**src/rtl/csa_multiword_seq.sv**
```systemverilog
// -----------------------------------------------------------------------------
// csa_multiword_seq
//
// Purpose:
//    Multi-cycle adder/subtractor for WIDTH-bit operands. One shared 4-bit
//    carry-select slice processes one nibble per cycle, LSB first. The slice
//    carry-out is registered between cycles. Valid/ready handshakes on both
//    sides let the block sit between an operand source and a result consumer.
//    Subtraction is A + ~B + 1. The result wraps modulo 2**WIDTH, and the
//    final carry is reported on cout.
//
// Parameters:
//    WIDTH      operand/result width (multiple of 4, >= 4)
//
// Ports:
//    clk        in   1      clock, all state updates on rising edge
//    rst        in   1      synchronous active-high reset
//    in_valid   in   1      operand beat valid
//    in_ready   out  1      sequencer can accept an operand beat (IDLE)
//    a, b       in   WIDTH  operands, sampled only on the accept edge
//    cin        in   1      carry-in, ignored when sub=1
//    sub        in   1      0: A+B+cin, 1: A-B
//    out_valid  out  1      result valid (DONE)
//    out_ready  in   1      consumer accepts result
//    sum        out  WIDTH  result, held after handoff
//    cout       out  1      final carry-out (sub: 1 = no borrow)
//    ovf        out  1      signed overflow
//    busy       out  1      high in RUN or DONE
// -----------------------------------------------------------------------------
module csa_multiword_seq #(
   parameter int WIDTH = 16
) (
   input  logic             clk,
   input  logic             rst,
   input  logic             in_valid,
   output logic             in_ready,
   input  logic [WIDTH-1:0] a,
   input  logic [WIDTH-1:0] b,
   input  logic             cin,
   input  logic             sub,
   output logic             out_valid,
   input  logic             out_ready,
   output logic [WIDTH-1:0] sum,
   output logic             cout,
   output logic             ovf,
   output logic             busy
);

   localparam int NSLICE = WIDTH / 4;
   localparam int IDXW   = (NSLICE > 1) ? $clog2(NSLICE) : 1;
   localparam logic [IDXW-1:0] LAST_IDX = IDXW'(NSLICE - 1);

   generate
      if (((WIDTH % 4) != 0) || (WIDTH < 4)) begin : g_bad_width
         $error("csa_multiword_seq: WIDTH must be a multiple of 4 and >= 4");
      end
   endgenerate

   typedef enum logic [1:0] {
      S_IDLE = 2'd0,
      S_RUN  = 2'd1,
      S_DONE = 2'd2
   } state_t;

   state_t            r_state;
   state_t            w_state_next;

   logic [WIDTH-1:0]  r_a;
   logic [WIDTH-1:0]  r_b;        // already inverted for subtraction
   logic              r_carry;
   logic [IDXW-1:0]   r_idx;
   logic              r_cout;
   logic              r_ovf;

   logic              w_accept;
   logic              w_run;
   logic              w_last;

   logic [3:0]        w_a_nib;
   logic [3:0]        w_b_nib;
   logic [2:0]        w_lo;
   logic [2:0]        w_hi0;
   logic [2:0]        w_hi1;
   logic [1:0]        w_hi_sel;
   logic [3:0]        w_slice_sum;
   logic              w_slice_cout;
   logic              w_c_msb;

   assign w_accept = (r_state == S_IDLE) && in_valid;
   assign w_run    = (r_state == S_RUN);
   assign w_last   = (r_idx == LAST_IDX);

   // -------------------------------------------------------------------------
   // Operand nibble select for the current slice position
   // -------------------------------------------------------------------------
   always_comb begin
      w_a_nib = 4'h0;
      w_b_nib = 4'h0;
      for (int k = 0; k < NSLICE; k++) begin
         if (r_idx == IDXW'(k)) begin
            w_a_nib = r_a[4*k +: 4];
            w_b_nib = r_b[4*k +: 4];
         end
      end
   end

   // -------------------------------------------------------------------------
   // 4-bit carry-select slice: the low pair of bits ripples from the
   // registered carry while the high pair is precomputed for both possible
   // carries; the low-pair carry-out picks one.
   // -------------------------------------------------------------------------
   assign w_lo  = {1'b0, w_a_nib[1:0]} + {1'b0, w_b_nib[1:0]} + {2'b00, r_carry};
   assign w_hi0 = {1'b0, w_a_nib[3:2]} + {1'b0, w_b_nib[3:2]};
   assign w_hi1 = {1'b0, w_a_nib[3:2]} + {1'b0, w_b_nib[3:2]} + 3'd1;

   always_comb begin
      w_hi_sel     = w_hi0[1:0];
      w_slice_cout = w_hi0[2];
      if (w_lo[2]) begin
         w_hi_sel     = w_hi1[1:0];
         w_slice_cout = w_hi1[2];
      end
   end

   assign w_slice_sum = {w_hi_sel, w_lo[1:0]};

   // Carry into bit 3 of the slice; on the top nibble this is the carry into
   // the result MSB, needed for signed overflow.
   assign w_c_msb = w_a_nib[3] ^ w_b_nib[3] ^ w_slice_sum[3];

   // -------------------------------------------------------------------------
   // FSM: state register
   // -------------------------------------------------------------------------
   always_ff @(posedge clk) begin
      if (rst) begin
         r_state <= S_IDLE;
      end else begin
         r_state <= w_state_next;
      end
   end

   // -------------------------------------------------------------------------
   // FSM: next-state logic
   // -------------------------------------------------------------------------
   always_comb begin
      w_state_next = r_state;
      case (r_state)
         S_IDLE: begin
            if (in_valid) begin
               w_state_next = S_RUN;
            end
         end
         S_RUN: begin
            if (w_last) begin
               w_state_next = S_DONE;
            end
         end
         S_DONE: begin
            if (out_ready) begin
               w_state_next = S_IDLE;
            end
         end
         default: begin
            w_state_next = S_IDLE;
         end
      endcase
   end

   // -------------------------------------------------------------------------
   // FSM: outputs, decoded purely from the state register so the handshake
   // flags never depend combinationally on the inputs.
   // -------------------------------------------------------------------------
   always_comb begin
      in_ready  = 1'b0;
      out_valid = 1'b0;
      busy      = 1'b0;
      case (r_state)
         S_IDLE: begin
            in_ready = 1'b1;
         end
         S_RUN: begin
            busy = 1'b1;
         end
         S_DONE: begin
            out_valid = 1'b1;
            busy      = 1'b1;
         end
         default: begin
            in_ready = 1'b1;
         end
      endcase
   end

   // -------------------------------------------------------------------------
   // Operand, carry and index registers
   // -------------------------------------------------------------------------
   always_ff @(posedge clk) begin
      if (rst) begin
         r_a     <= '0;
         r_b     <= '0;
         r_carry <= 1'b0;
         r_idx   <= '0;
         r_cout  <= 1'b0;
         r_ovf   <= 1'b0;
      end else if (w_accept) begin
         r_a     <= a;
         r_b     <= sub ? ~b : b;
         // subtraction forces the +1 of the two's complement; cin is ignored
         r_carry <= sub | cin;
         r_idx   <= '0;
      end else if (w_run) begin
         r_carry <= w_slice_cout;
         r_idx   <= r_idx + IDXW'(1);
         if (w_last) begin
            r_cout <= w_slice_cout;
            r_ovf  <= w_c_msb ^ w_slice_cout;
         end
      end
   end

   // -------------------------------------------------------------------------
   // Result nibble registers: each nibble loads only while the slice sits on
   // its position, and is cleared when a new operand is accepted.
   // -------------------------------------------------------------------------
   genvar gi;
   generate
      for (gi = 0; gi < NSLICE; gi++) begin : g_sum_nib
         logic [3:0] r_nib;

         always_ff @(posedge clk) begin
            if (rst) begin
               r_nib <= 4'h0;
            end else if (w_accept) begin
               r_nib <= 4'h0;
            end else if (w_run && (r_idx == IDXW'(gi))) begin
               r_nib <= w_slice_sum;
            end
         end

         assign sum[4*gi +: 4] = r_nib;
      end
   endgenerate

   assign cout = r_cout;
   assign ovf  = r_ovf;

endmodule

```
**config.mk**
```make
export PLATFORM = sky130hd
export DESIGN_NAME = csa_multiword_seq
export DESIGN_NICKNAME = d
export VERILOG_FILES = /design/src/rtl/csa_multiword_seq.sv
export SDC_FILE = /design/constraint.sdc
export NUM_CORES = 1
export LEC_CHECK = 0
export BUFFER_PORTS_ARGS = -buffer_cell sky130_fd_sc_hd__buf_2
export CAP_MARGIN = 20
export CORE_MARGIN = 5
export CORE_UTILIZATION = 58
export CTS_CLUSTER_DIAMETER = 50
export DETAILED_ROUTE_END_ITERATION = 16
export PLACE_DENSITY = 0.93
export SLEW_MARGIN = 0
export SYNTH_ARGS = -nofsm -noshare
export SYNTH_HDL_FRONTEND = slang
export SYNTH_SLANG_ARGS = --single-unit
```
**constraint.sdc**
```tcl
create_clock -name clk -period 5.1 [get_ports clk]
set_input_delay 1.02 -clock clk [delete_from_list [all_inputs] [get_ports clk]]
set_output_delay 1.02 -clock clk [all_outputs]
set_load 0.03 [all_outputs]
```
==> results.cfg, run 1 <==
[outcome]
status = complete, no violations

[clock_tree]
cts_tree = built
cts_htree_levels = 2
post_cts_buffers = 0
postCtsHoldBufs = 0
clkLatencyLatePin_ps = 310
path_clk_slew_ps = 90
cts_resized = 0
clockRootBuffer = clkbuf_8
cts_buffer_depth = 2
clock_sinks = 55
cts_buffers = 5

[yosys]
yosys.area_share.simple_pct = 17.2
ys_seq_elements = 55
muxShareOfSynthArea_pct = 3.77
seq_area_frac_synth_pct = 41.5
ys_top_cells_by_count = nand2_1 (69), dfxtp_1 (55), a21oi_1 (35), nor2_1 (31), a211oi_1 (19)
syn_inst = 325
synth.distinct_cells = 28
synthXorXnorAreaFrac_pct = 7.16
synth_area_leaders = dfxtp_1 (41%), nand2_1 (9.8%), a21oi_1 (6.6%), xnor2_1 (5.9%), ha_1 (5.7%)
synth_fa_ha_area_share_pct = 7.91
async_reset_ff_share_pct = 0
syn_area_um2 = 2660
yosys.area.top_type_share_pct = 41.5
synth_top_cell_by_area = dfxtp_1
ys.flop_type = dfxtp_1
synth_edf_count = 0
synth_top_family_by_area = simple AND/OR/NAND/NOR gates
syn_area_per_cell_um2 = 8.17
ys_warn_count = 0
synth-compound-area-share_pct = 16.9
synth_nets = 378
synthMostInstantiatedCell = nand2_1

[sta]
worst_slew_pin_slew_ps = 857
setup_viol = 0
hold_violations = 0
post-route-period-util_pct = 72.1
clock_skew_ps = 7.24
max_freq_mhz = 272
slew_viol_final = 0
finalSetupTns_ps = 0
rsz0062_at_grt = false
whs_ps = 460
fin_ws_ps = 1420
fin_crit_ps = 3680
slew_headroom_pct = 42.9

[power]
finalPower_mw = 1.38
p_int_uw = 821
max-vdd-ir-drop_mv = 0.235
swShare_pct = 40.7
leakage_nw = 1.21
switching_power_uw = 564
sequentialPowerShare_pct = 40.1
power_density_nw_per_um2 = 462
power.share.clock_pct = 16.8
pwr-share-comb_pct = 43.2

[routing]
antenna_left = 0
post-route-drc-count = 0
dr.pass1.iters = 4
via_per_inst = 5.48
topRoutingLayerUsed = met4
wirelength_mm = 5.59
met1Wirelength_mm = 2.45
met3WireLength_um = 432
via_count = 2300
wl_per_cell_um = 13.3
drtIter0Drc = 77
routed-wl-met2_mm = 2.64

[worst_setup_path]
r2r-end = ovf
critPathKind = flip-flop to flip-flop
rr_worst_depth = 10
critPathLaunchType = flip-flop
r2r_slack_ps = 1420
crit_fanout = 21
endpoint_kind = flip-flop
worstReg2RegStart = r_idx[0]
required_ps = 5320
arrival_ps = 3890

[placement]
gp_congestion = 0.852
portBuffers = 58
place_ws_ps = 1530
place_hpwl_mm = 4.15

[die]
rows = 24
die_h_um = 77.7
die_w_um = 77.7
core_um2 = 4380
io_pins = 59
die_area_um2 = 6030
start_util_pct = 60.6

[global_routing]
grt-ovfl-total = 0
antenna_found_initial = 0
grt_max_degree = 49
grt_pass1_wl_mm = 9.09
grt_usage_pct = 18.1
grt_pass1_vias = 2043

[layout]
n_antenna_cell = 0
drive_above_1_share_pct = 18.5
utilization_pct = 68.4
nFillCells = 367
nNetsFinal = 420
syn_to_final_growth_pct = 12.9

[hold_path]
holdPathStages = 2
whs_endpoint = g_sum_nib[0].r_nib[0]
hold_path_class = flip-flop to flip-flop
min_from = g_sum_nib[0].r_nib[0]

[job]
drv_cap = 0
worst max-delay path, cell delays in order, from the launching register on:
cell	delay [ps]
dfxtp_1	410
ha_1	610
o21ai_0	230
mux2i_1	210
o21ai_0	150
fa_1	470
fa_1	470
nand2_2	90
xor2_1	290
xor3_1	380
a311oi_1	270
worst max-delay path by stage:
stage / end / from / slack [ps] / depth (start not counted)
2_1_floorplan: ovf / r_idx[0] / 1940 / 16
3_3_place_gp: ovf / r_idx[0] / 1770 / 13
3_5_place_dp: ovf / r_idx[0] / 1530 / 10
4_1_cts: ovf / r_idx[0] / 1370 / 10
5_1_grt: ovf / r_idx[1] / 1040 / 11
6_report: ovf / r_idx[0] / 1420 / 10
placed cells by master (no fill, tap or decap), types with 2 or more instances in the layout:
cell / n
a21oi_1: 35
clkbuf_8: 5
nor2_1: 31
ha_1: 12
buf_2: 58
inv_1: 11
mux2i_1: 10
dfxtp_1: 55
nor2b_1: 2
nand2_1: 69
fa_1: 3
xnor2_1: 18
nand3_1: 9
o21ai_0: 12
a211oi_1: 19
a311oi_1: 5
routing by layer:
metal,vias up,global-route usage [%]
met3,8,5.09
met4,0,4.81
met5,-,0
met2,76,29.7
li1,1170,-
met1,1046,23.3
sequential cells by signal (all words and copies together), names as in the netlist:
register / count
cout: 1
g_sum_nib.r_nib: 16
ovf: 1
r_a: 16
r_b: 16
r_carry: 1
r_idx: 2
r_state: 2
metrics by stage:
stage / cell area [um^2] / instances
final: 3000 / 420
after global routing: 3000 / 420
after CTS: 3000 / 420
after detailed placement: 2910 / 412
after global placement: 2910 / 412
after floorplan: 2660 / 325
power by group through the flow:
| stage | combinational (mW) | sequential, mW | clock [mW] |
|---|---|---|---|
| floorplan | 0.465 | 0.562 | 0 |
| global placement | 0.570 | 0.559 | 0 |
| detailed placement | 0.596 | 0.563 | 0 |
| CTS | 0.600 | 0.553 | 0.236 |
| global route | 0.671 | 0.561 | 0.252 |
| finish | 0.597 | 0.555 | 0.232 |
cell type report:
cell class	count	area, um^2	share of cell area [%]
Timing Repair Buffer	59	298	9.93
Clock buffer	6	72.6	2.42
Clock inverter	2	12.5	0.417
Multi-Input combinational cell	234	1410	46.9
Inverter	12	45.0	1.50
Sequential cell	55	1100	36.7
Tap cell	52	65.1	2.17
kinds of logic (layout without fill, tap and decap cells):
logic type,Yosys count,after routing
flip-flops,55,55
adder cells (fa/ha/maj),15,15
multiplexers,10,10
XOR/XNOR,20,20
AND/OR/NAND/NOR,115,115
buffers and inverters,36,79
AO/OA/AOI/OAI,74,74
Note: power is estimated with default switching activity, not from simulation.
==> inputs of run 2 (changes only) <==
--- a/config.mk
+++ b/config.mk
@@ -5,13 +5,14 @@
 export SDC_FILE = /design/constraint.sdc
 export NUM_CORES = 1
 export LEC_CHECK = 0
+export ABC_AREA = 1
 export BUFFER_PORTS_ARGS = -buffer_cell sky130_fd_sc_hd__buf_2
 export CAP_MARGIN = 20
 export CORE_MARGIN = 5
-export CORE_UTILIZATION = 58
+export CORE_UTILIZATION = 49
 export CTS_CLUSTER_DIAMETER = 50
 export DETAILED_ROUTE_END_ITERATION = 16
-export PLACE_DENSITY = 0.93
+export PLACE_DENSITY = 0.84
 export SLEW_MARGIN = 0
 export SYNTH_ARGS = -nofsm -noshare
 export SYNTH_HDL_FRONTEND = slang
==> constraint.sdc (replaced) <==
create_clock -name clk -period 3.3 [get_ports clk]
set_input_delay 0.66 -clock clk [delete_from_list [all_inputs] [get_ports clk]]
set_output_delay 0.66 -clock clk [all_outputs]
set_load 0.03 [all_outputs]
==> results.cfg, run 2 <==
[outcome]
status = complete, no violations

[placement]
place_hpwl_mm = 4.49
portBuffers = 58
dp.cells = 463
gp_congestion = 0.839

[power]
finalPower_mw = 2.41
power_density_nw_per_um2 = 792
max-vdd-ir-drop_mv = 0.293
leakage_nw = 1.39

[job]
drv_cap = 0

[clock_tree]
cts_buffers = 5
path_clk_slew_ps = 90
clkLatencyLatePin_ps = 300
cts_resized = 0
cts_tree = built
clock_sinks = 55
clockRootBuffer = clkbuf_8
postCtsHoldBufs = 0
post_cts_buffers = 0
cts_htree_levels = 2
cts_buffer_depth = 2

[die]
start_util_pct = 49.8
io_pins = 59
die_h_um = 84.3
die_area_um2 = 7110
core_um2 = 5440
rows = 27
die_w_um = 84.3

[yosys]
synth_edf_count = 0
syn_inst = 349
ys_top_cells_by_count = nand2_1 (63), dfxtp_1 (55), o21ai_0 (48), a21oi_1 (45), nor2_1 (35)
async_reset_ff_share_pct = 0
synth_top_cell_by_area = dfxtp_1
synth.distinct_cells = 27
synthMostInstantiatedCell = nand2_1
syn_area_um2 = 2710
ys_seq_elements = 55
seq_area_frac_synth_pct = 40.7
synth_area_leaders = dfxtp_1 (41%), o21ai_0 (8.9%), nand2_1 (8.7%), a21oi_1 (8.3%), ha_1 (5.5%)
synth_nets = 402
ys_warn_count = 0
yosys.area.top_type_share_pct = 40.7
ys.flop_type = dfxtp_1
syn_area_per_cell_um2 = 7.76

[layout]
final_common_cell = nand2_1
nNetsFinal = 451
utilization_pct = 55.8
syn_to_final_growth_pct = 12.2
multi_input_area_um2 = 1360
final_cell_mix = nand2_1 (63), buf_2 (58), dfxtp_1 (55)
n_antenna_cell = 0
final_cells = 471
drive_above_1_share_pct = 19.3
seqCellArea_um2 = 1100
top_regs = g_sum_nib.r_nib (16), r_a (16), r_b (16)
nFillCells = 522

[worst_setup_path]
crit_fanout = 11
critPathLaunchType = flip-flop
critPathKind = flip-flop to flip-flop
required_ps = 3510
crit_chain = inv_1 -> ha_1 -> inv_1 -> o211ai_1 -> a21oi_1 -> ha_1 -> inv_1 -> fa_1 -> inv_1 -> ha_1 -> nand2_1 -> nand2_1 -> nand2_1 -> nand2_1 -> nand2_1 -> nand3_1 -> nand2_1 -> inv_1
r2r_slack_ps = 280
arrival_ps = 3230
max_stage_delay_ps = 500
r2r-end = ovf
rr_worst_depth = 18
path_common_cell = nand2_1
endpoint_kind = flip-flop
worstReg2RegStart = r_idx[0]
slowest_stage = fa_1

[global_routing]
antenna_found_initial = 0
grt-ovfl-total = 0
grt_usage_pct = 16.9
grt_pass1_wl_mm = 10.1
grt_max_degree = 50
grt_pass1_vias = 2329

[sta]
max_freq_mhz = 331
worst_slew_pin_slew_ps = 487
fin_crit_ps = 3020
rsz0062_at_grt = false
slew_viol_final = 0
setup_viol = 0
slew_headroom_pct = 67.5
hold_violations = 0
clock_skew_ps = 5.54
finalSetupTns_ps = 0
post-route-period-util_pct = 91.6

[routing]
dr.pass1.iters = 4
via_per_inst = 5.12
wirelength_mm = 5.97
via_count = 2413
post-route-drc-count = 0
wl_per_cell_um = 12.7
antenna_left = 0
drtIter0Drc = 190

[hold_path]
hold_path_class = flip-flop to flip-flop
min_from = g_sum_nib[3].r_nib[0]
whs_endpoint = g_sum_nib[3].r_nib[0]
holdPathStages = 2
## run 2: worst max path at each step
| stage | slack, ps | from | endpoint | depth (start not counted) |
|---|---|---|---|---|
| finish | 280 | r_idx[0] | ovf | 18 |
| global route | 10 | r_idx[0] | ovf | 18 |
| CTS | 290 | r_idx[0] | ovf | 18 |
| detailed placement | 320 | r_idx[0] | ovf | 18 |
| global placement | 500 | r_idx[0] | ovf | 18 |
| floorplan | 610 | r_idx[0] | ovf | 19 |
## run 2: metal layers
metal	part of all wire [%]	wire length [um]	global-route usage (%)
met5	0	0	0
met1	44	2620	20.9
met2	49	2930	29.5
met4	0.92	55	4.60
met3	6.0	358	3.93
## run 2: power by group
group	internal, mW	switching, mW
Clock	0.150	0.204
Sequential	0.810	0.0880
Combinational	0.383	0.771
## run 2: worst max-delay path, delay by kind of cell, from the launching register on
family,cells,cell delay [ps]
buf+inv,5,510
compound gates,2,290
fa+ha+maj,4,1250
flops,1,380
simple gates,7,520
## run 2: final cells by class
class | count | area share [%]
Multi-Input combinational cell | 249 | 44.8
Sequential cell | 55 | 36.3
Timing Repair Buffer | 58 | 9.56
Inverter | 29 | 3.75
Tap cell | 72 | 2.97
Clock buffer | 7 | 2.51
Clock inverter | 1 | 0.165
## run 2: through the flow
stage                     area (um^2)  hold slack, ps  setup slack [ps]
after floorplan                  2710             450               606
final                            3040             468               276
after CTS                        3040             470               291
after global placement           2960             448               498
after global routing             3040             491              14.3
after detailed placement         2960             456               315
## run 2: cell families after synthesis
kind of cell	synth area share (%)
XOR/XNOR	5.50
AO/OA/AOI/OAI	20.8
AND/OR/NAND/NOR	16.2
adder cells (fa/ha/maj)	7.76
flip-flops	40.7
buffers and inverters	9.10
==> inputs of run 3 (changes only) <==
--- a/config.mk
+++ b/config.mk
@@ -13,6 +13,7 @@
 export CTS_CLUSTER_DIAMETER = 50
 export DETAILED_ROUTE_END_ITERATION = 16
 export PLACE_DENSITY = 0.84
+export RECOVER_POWER = 50
 export SLEW_MARGIN = 0
 export SYNTH_ARGS = -nofsm -noshare
 export SYNTH_HDL_FRONTEND = slang
==> results.cfg, run 3 (synthesis gave the netlist of run 2 again) <==
[outcome]
status = complete, no violations

[layout]
top_regs = g_sum_nib.r_nib (16), r_a (16), r_b (16)
drive_above_1_share_pct = 14.5
utilization_pct = 55.3
nNetsFinal = 451
syn_to_final_growth_pct = 11.0
final_common_cell = nand2_1
final_cell_mix = nand2_1 (64), dfxtp_1 (55), o21ai_0 (48)
n_antenna_cell = 0

[global_routing]
grt_pass1_wl_mm = 10.1
grt_max_degree = 50
top_usage_layer = met2
grt-ovfl-total = 0
grt_use_met1_pct = 20.9
met2_usage_pct = 29.5
grt_pass1_vias = 2329
grt_usage_pct = 16.9
grt_util_met3_pct = 3.93
antenna_found_initial = 0

[clock_tree]
cts_buffers = 5
postCtsHoldBufs = 0
cts_htree_levels = 2
path_clk_slew_ps = 90
cts_buffer_depth = 2
cts_tree = built
clock_sinks = 55
cts_resized = 0
clockRootBuffer = clkbuf_8
post_cts_buffers = 0
clkLatencyLatePin_ps = 300

[die]
die_w_um = 84.3
die_area_um2 = 7110
start_util_pct = 49.8
rows = 27
die_h_um = 84.3
io_pins = 59
core_um2 = 5440

[placement]
place_ws_ps = 315
place_hpwl_mm = 4.49
gp_congestion = 0.839
portBuffers = 58

[job]
drv_cap = 0

[sta]
rsz0062_at_grt = false
post-route-period-util_pct = 91.9
whs_ps = 472
clock_skew_ps = 7.56
setup_viol = 0
hold_violations = 0
finalSetupTns_ps = 0
slew_viol_final = 0
fin_ws_ps = 269
max_freq_mhz = 330
fin_crit_ps = 3030
worst_slew_pin_slew_ps = 654
slew_headroom_pct = 56.3

[routing]
via_per_inst = 5.08
dr.pass1.iters = 4
antenna_left = 0
drtIter0Drc = 164
via_count = 2394
post-route-drc-count = 0
wirelength_mm = 5.99
wl_per_cell_um = 12.7

[worst_setup_path]
endpoint_kind = flip-flop
required_ps = 3510
arrival_ps = 3240
crit_chain = inv_1 -> ha_1 -> inv_1 -> o211ai_1 -> a21oi_1 -> ha_1 -> inv_1 -> fa_1 -> inv_1 -> ha_1 -> nand2_1 -> nand2_1 -> nand2_1 -> nand2_1 -> nand2_1 -> nand3_1 -> nand2_1 -> inv_1
critical-path-top-delay-family = adder cells
crit_fanout = 11
max_stage_delay_ps = 500
critPathLaunchType = flip-flop
path_common_cell = nand2_1
crit_buf_inv = 5
critPathKind = flip-flop to flip-flop
slowest_stage = fa_1

[hold_path]
hold_path_class = flip-flop to flip-flop

[power]
power_density_nw_per_um2 = 794
max-vdd-ir-drop_mv = 0.291
finalPower_mw = 2.39
leakage_nw = 1.31
## run 3: path summary, 6_finish.rpt
path                         start                     to  slack, ps  cells after the start
min          g_sum_nib[1].r_nib[0]  g_sum_nib[1].r_nib[0]        470                      2
max                       r_idx[0]                    ovf        270                     18
min reg2reg  g_sum_nib[1].r_nib[0]  g_sum_nib[1].r_nib[0]        470                      2
max reg2reg               r_idx[0]                    ovf        270                     18
## run 3: per-layer routing
layer	vias to the layer above	wire, um
li1	1233	-
met1	1073	2590
met2	81	2940
met3	7	404
met4	0	55
met5	-	0
## run 3: final cells by class
| type | instances | area [um^2] |
|---|---|---|
| multi-input combinational | 249 | 1350 |
| clock buffer | 7 | 76.3 |
| timing repair buffer | 58 | 268 |
| inverter | 29 | 114 |
| clock inverter | 1 | 5.00 |
| sequential | 55 | 1100 |
| tap | 72 | 90.1 |
| fill | 536 | 2430 |
## run 3: metrics by stage
stage	instances	area (um^2)
after floorplan	349	2710
after global placement	463	2960
after detailed placement	463	2960
after CTS	471	3040
after global routing	471	3010
final	471	3010
## run 3: tightest hold or removal path: cells and delay by family, from the launching register on
kind	cells	cell delay [ps]
AO/OA/AOI/OAI	1	50
AND/OR/NAND/NOR	1	60
flip-flops	1	320
## run 3: power breakdown
| part | leakage (nW) | switching (mW) | internal (mW) |
|---|---|---|---|
| registers | 0.451 | 0.0880 | 0.810 |
| logic | 0.816 | 0.763 | 0.374 |
| clock network | 0.0422 | 0.202 | 0.150 |
